==> src/rtl/imm_pkg.sv <==
// Shared definitions for the immediate narrower and the sign-extender-side checks.
package imm_pkg;

    localparam int DATA_W_DEF = 16;
    localparam int IMM_W_DEF  = 4;

    // Clamp values for a 4-bit signed immediate field.
    localparam logic [3:0] IMM_MAX = 4'b0111;
    localparam logic [3:0] IMM_MIN = 4'b1000;

    typedef enum logic [1:0] {
        IDLE = 2'd0,
        SCAN = 2'd1,
        HOLD = 2'd2
    } state_t;

endpackage

==> src/rtl/imm_narrower_sat_counter.sv <==
// Counter with enable and asynchronous active-low clear that sticks at its maximum value.
module sat_counter #(
    parameter int W = 8
) (
    input  logic         clk,
    input  logic         rst_n,
    input  logic         en,
    output logic [W-1:0] count
);

    logic [W-1:0] count_q;
    logic [W-1:0] count_d;

    always_comb begin
        count_d = count_q;
        if (en && (count_q != {W{1'b1}})) begin
            count_d = count_q + 1'b1;
        end
    end

    always_ff @(posedge clk or negedge rst_n) begin
        if (!rst_n) begin
            count_q <= '0;
        end else begin
            count_q <= count_d;
        end
    end

    assign count = count_q;

endmodule

==> src/rtl/imm_narrower.sv <==
// Recovers a narrow signed immediate from a sign-extended word by scanning off
// redundant sign bits one per cycle, then holds the result for a valid/ready consumer.
module imm_narrower
    import imm_pkg::*;
#(
    parameter int DATA_W   = DATA_W_DEF,
    parameter int IMM_W    = IMM_W_DEF,
    parameter bit SATURATE = 1'b1
) (
    input  logic              clk,
    input  logic              rst_n,
    input  logic              in_valid,
    output logic              in_ready,
    input  logic [DATA_W-1:0] in_data,
    output logic              out_valid,
    input  logic              out_ready,
    output logic [IMM_W-1:0]  out_imm,
    output logic              out_fits,
    output logic [4:0]        out_width,
    output logic [7:0]        overflow_count
);

    localparam logic [4:0] WCNT_INIT = 5'(DATA_W);
    localparam logic [4:0] IMM_LIMIT = 5'(IMM_W);

    state_t                    state_q, state_d;
    logic signed [DATA_W-1:0]  orig_q, orig_d;
    logic signed [DATA_W-1:0]  shreg_q, shreg_d;
    logic [4:0]                wcnt_q, wcnt_d;
    logic [IMM_W-1:0]          out_imm_q, out_imm_d;
    logic                      out_fits_q, out_fits_d;
    logic [4:0]                out_width_q, out_width_d;
    logic                      ovf_inc;

    // Non-fitting words either clamp to the field's extreme or keep their low bits.
    function automatic logic [IMM_W-1:0] narrow_imm(input logic signed [DATA_W-1:0] v,
                                                    input logic fits);
        if (fits || !SATURATE) begin
            return v[IMM_W-1:0];
        end else if (v[DATA_W-1]) begin
            return {1'b1, {(IMM_W-1){1'b0}}};
        end else begin
            return {1'b0, {(IMM_W-1){1'b1}}};
        end
    endfunction

    always_comb begin
        state_d     = state_q;
        orig_d      = orig_q;
        shreg_d     = shreg_q;
        wcnt_d      = wcnt_q;
        out_imm_d   = out_imm_q;
        out_fits_d  = out_fits_q;
        out_width_d = out_width_q;
        case (state_q)
            IDLE: begin
                if (in_valid) begin
                    orig_d  = $signed(in_data);
                    shreg_d = $signed(in_data);
                    wcnt_d  = WCNT_INIT;
                    state_d = SCAN;
                end
            end
            SCAN: begin
                // Top two bits equal means the MSB is a redundant copy of the sign.
                if ((wcnt_q > 5'd1) && (shreg_q[DATA_W-1] == shreg_q[DATA_W-2])) begin
                    shreg_d = shreg_q <<< 1;
                    wcnt_d  = wcnt_q - 5'd1;
                end else begin
                    out_width_d = wcnt_q;
                    out_fits_d  = (wcnt_q <= IMM_LIMIT);
                    out_imm_d   = narrow_imm(orig_q, (wcnt_q <= IMM_LIMIT));
                    state_d     = HOLD;
                end
            end
            HOLD: begin
                if (out_ready) begin
                    state_d = IDLE;
                end
            end
            default: state_d = IDLE;
        endcase
    end

    always_ff @(posedge clk or negedge rst_n) begin
        if (!rst_n) begin
            state_q     <= IDLE;
            orig_q      <= '0;
            shreg_q     <= '0;
            wcnt_q      <= '0;
            out_imm_q   <= '0;
            out_fits_q  <= 1'b0;
            out_width_q <= '0;
        end else begin
            state_q     <= state_d;
            orig_q      <= orig_d;
            shreg_q     <= shreg_d;
            wcnt_q      <= wcnt_d;
            out_imm_q   <= out_imm_d;
            out_fits_q  <= out_fits_d;
            out_width_q <= out_width_d;
        end
    end

    assign in_ready  = (state_q == IDLE);
    assign out_valid = (state_q == HOLD);
    assign out_imm   = out_imm_q;
    assign out_fits  = out_fits_q;
    assign out_width = out_width_q;

    assign ovf_inc = (state_q == HOLD) && out_ready && !out_fits_q;

    sat_counter #(
        .W(8)
    ) u_ovf_cnt (
        .clk  (clk),
        .rst_n(rst_n),
        .en   (ovf_inc),
        .count(overflow_count)
    );

endmodule

==> config.mk <==
export PLATFORM = sky130hd
export DESIGN_NAME = imm_narrower
export DESIGN_NICKNAME = d
export VERILOG_FILES = /design/src/rtl/imm_pkg.sv /design/src/rtl/imm_narrower_sat_counter.sv /design/src/rtl/imm_narrower.sv
export SDC_FILE = /design/constraint.sdc
export NUM_CORES = 1
export LEC_CHECK = 0
export ABC_AREA = 1
export BUFFER_PORTS_ARGS = -buffer_cell sky130_fd_sc_hd__buf_2
export CAP_MARGIN = 15
export CORE_MARGIN = 5
export CORE_UTILIZATION = 51
export CTS_CLUSTER_DIAMETER = 200
export DETAILED_ROUTE_END_ITERATION = 12
export PLACE_DENSITY = 0.78
export SYNTH_ARGS = -nofsm -noshare
export SYNTH_HDL_FRONTEND = slang
export SYNTH_SLANG_ARGS = --single-unit
==> constraint.sdc <==
create_clock -name clk -period 1.48 [get_ports clk]
set_input_delay 0.222 -clock clk [delete_from_list [all_inputs] [get_ports clk]]
set_output_delay 0.222 -clock clk [all_outputs]
set_load 0.03 [all_outputs]
==> metrics.md <==
| Metric | Value |
|---|---|
| CTS Root Cell | clkbuf_8 |
| Worst Path Buf+Inv | 2 |
| Die area | 6371 sq um |
| Clock network fraction of design power | 14.8% |
| First-pass iteration count of the detailed router | 4 |
| Critical-path top delay cell | dfrtp_1 |
| Post-Syn Nets | 324 |
| DR WL/cell | 12.85 um |
| Mean Syn Cell Area | 8.260 sq um |
| PwrDens | approximately 2400 nW/um^2 |
| MaxCap Viol Count | 0 |
| Synth-to-layout area growth | 30.15% |
| H-tree Lvls | 2 |
| Final slew viol count | 0 |
| Post-route minimum period | 1.503 ns |
| # IOs | 40 |
| IO buf count | 39 |
| Diode count | 0 |
| Critical path, cell by cell | ha_4 > nand2_4 > nor2_4 > nor2_8 > nand3_4 > buf_4 > buf_8 > nand3_1 > nand2_2 |
| Vias | 2083 |
| Fillers | approximately 380 |
| Hold WC Path Type | in2reg |
| Sequential area share after synthesis | between 40% and 50% |
| Layout cell share with drive strength beyond 1 | 37.85% |
| Vias per cell | 4.855 |
| Initial antenna violation count | 0 |
| Setup slack, reg-to-reg | -0.02 ns |
| Largest cells by area after synthesis | dfrtp_1 46%, nand2_1 17%, nand3_1 5.6% |
| RSZ-0062 raised after global routing | true |
| Multi-input gate area | 1329 sq um |
| Bufs on Longest Clock Path | 2 |
| RR Endpoint | shreg_q[9]$_DFFE_PN0P_ |
| GRT Resource Usage Total | 18.75% |
| LEAKAGE | 1.736 nW |
| Max VDD drop | 1136 uV |
| Worst EP arrival | 1.70 ns |
| Number of synthesized flops with an enable pin | 0 |
| Hold_sp | in_data[0] |
| Min-Delay Endpoint | shreg_q[0]$_DFFE_PN0P_ |
| Nature of the critical path endpoint | register |
| Chip width | 79.82 um |
| FMAX | 665.5 MHz |
| Status | complete, but fails checks |
| First-pass GRT wire length | around 9300 um |
| P_int | approximately 4.2 mW |
| FF-to-FF Start | wcnt_q[0]$_DFFE_PN0P_ |
| Final setup fails | 13 |
| Clock sinks | 46 |
| Worst Skew | 0.007117 ns |
| Core area | 4723 sq um |
| Post-Syn Instances | 301 |
| Slew HR | 80.10% |
| Antenna-violating nets left | 0 |
| Num CTS Buffers | 5 |
| Routability congestion estimate | 0.8027 |
| Top_reg_cell synth | dfrtp_1 |
| Post-layout util | 68.50% |
| CTS tree | built |
| Placed Area | about 2800 sq um |
| Final worst-path cycle share | 101.5% |
| Final Net Count | 384 |
| Worst Hold Depth | 3 |
| Vias in the first global route | 2041 |
| Final instance area | 3236 sq um |
| Reg clk slew, reported paths | 0.09 ns |
| Switch share | 46.16% |
| Switching pwr | 3.621 mW |
| Power Total | 7.845 mW |
| Drt first-iter violations | 75 |
| Failing checks | negative setup slack |
| Initial Util | between 50 and 60% |
| Setup slack after layout | -0.02262 ns |
| Post-synth top area share | between 40 and 50% |
| Crit path largest cell delay | 0.44 ns |
| Sequential share of power | 28.4% |
| Slew @ Worst Pin | 0.2982 ns |
| Std-Cell Rows | 25 |
| Worst Path Class, Setup | reg2reg |
| Total grt overflow | 0 |
| Critical Path Source | wcnt_q[0]$_DFFE_PN0P_ |
| Worst-path fanout max | 6 |
| Post-Synthesis Cell Area | 2486 sq um |
| Yosys warns | 0 |
| Reg2reg path depth | 9 |
| Storage cell area | 1152 sq um |
| Library cells used by synthesis | 28 |
| #FFs+latches synth | 46 |
| Worst setup SP type | register |
| Delay-heaviest family, CP | simple AND/OR/NAND/NOR gates |
| Clk Latency, worst-skew pair | approximately 0.31 ns |
| Post-DP HPWL | about 3600 um |
| Post-synth ARST share | 100.0% |
| Residual DRC count | 0 |
| Largest net degree at the start of global routing | 47 |
| Final Routed Wirelength | 5513 um |
| Critical Path RT | between 1.5 and 2 ns |
| Combinational power share | 56.8% |
| Die H | 79.82 um |
| Final Hold Vio Count | 0 |
| Synth area leader | dfrtp_1 |
[sequential cells by signal, summed over array words and instances, names as in the netlist]
name	cells
shreg_q	16
u_ovf_cnt.count	8
orig_q	5
out_width	5
wcnt_q	5
out_imm	4
state_q	2
out_fits	1
[how the worst max path moves through the flow]
stage                                     end  cells after the start  slack [ns]
6_report               shreg_q[9]$_DFFE_PN0P_                      9       -0.02
5_1_grt                 wcnt_q[0]$_DFFE_PN0P_                     11       -0.11
4_1_cts                 wcnt_q[1]$_DFFE_PN0P_                     11       -0.02
3_5_place_dp           shreg_q[1]$_DFFE_PN0P_                      9       -0.02
3_3_place_gp           out_imm[3]$_DFFE_PN0P_                      6        0.01
2_1_floorplan  u_ovf_cnt.count[2]$_DFFE_PN0P_                      6        0.01
[tightest hold or removal path, delay by kind of cell]
kind                   cells  cell delay [ns]
buffers and inverters      1             0.08
and+or+nand+nor            2             0.12
[cell usage after synthesis, types with 3 or more instances]
master,count
o21ai_0,10
inv_1,20
nor2_2,3
o21ai_2,7
xor2_1,4
nand2_1,115
xnor2_1,4
nand3_1,28
o21ai_1,8
ha_1,3
nor2_1,8
nand2_2,12
buf_2,7
nand2_4,10
inv_2,4
dfrtp_1,46
[cell families after synthesis]
| family | Yosys count | share of synthesized area [%] |
|---|---|---|
| AOI/OAI and AO/OA | 26 | 6.442 |
| xor gates and xnor gates | 8 | 2.818 |
| adders and majority gates | 3 | 1.510 |
| buffers and inverters | 35 | 6.693 |
| DFF | 46 | 46.30 |
| and+or+nand+nor | 183 | 36.24 |
[power groups by stage]
stage	logic (mW)	clock network, mW	registers [mW]
6_report	4.46	1.16	2.23
5_1_grt	4.91	1.23	2.32
4_1_cts	4.04	1.19	2.21
3_5_place_dp	3.65	0	2.23
3_3_place_gp	3.55	0	2.21
2_1_floorplan	2.53	0	2.56
[timing repair]
item	4_1_cts	5_1_grt
endpoints found under the hold margin	46	0
buffers inserted	3	3
hold buffers	1	0
pin swaps	5	8
gates resized for setup	9	29
endpoints found under the setup margin	23	38
gates cloned	4	1
[final cells by class]
cell class,instances,area share [%]
well taps,67,2.591
inverters,25,2.978
clock inverters,2,1.856
flip-flops and latches,46,35.62
clock buffers,6,2.552
multi-input cells,223,41.07
repair buffers,60,13.34
[metal layers]
layer / vias to the layer above / routed length, um / global-route usage, % / share of wire, %
li1: 1066 / - / - / -
met1: 961 / 2416 / 23.44 / 44
met2: 47 / 2746 / 32.22 / 50
met3: 9 / 276 / 4.402 / 5.0
met4: 0 / 73 / 5.405 / 1.3
met5: - / 0 / 0 / 0
[cell usage in the layout (no fill, tap or decap), types with 2 or more instances in the layout]
cell type	synthesis	final
inv_2	4	7
nor2_1	8	8
bufinv_16	0	2
nand3_2	0	5
buf_12	1	3
nand2_1	115	102
buf_8	0	2
clkbuf_8	0	6
xor2_1	4	4
buf_4	0	13
o21ai_0	10	10
buf_2	7	39
nor2_4	1	2
xnor2_1	4	4
dfrtp_1	46	45
nand2_4	10	13
nor2_2	3	2
nand2_2	12	22
inv_1	20	17
o21ai_1	8	8
nand3_1	28	23
o21ai_2	7	6
nand2_8	1	4
[through the flow]
stage | hold WS, ns | cells | setup TNS (ns) | setup WS [ns]
after global routing | 0.1554 | 429 | -1.832 | -0.1063
after global placement | 0.2218 | 409 | 0 | 0.01118
final | 0.1521 | 429 | -0.1464 | -0.02262
after detailed placement | 0.2219 | 409 | -0.06301 | -0.02040
after floorplan | -0.07359 | 301 | 0 | 0.009770
after CTS | 0.1467 | 425 | -0.04528 | -0.02006
(Power assumes the default switching activity.)
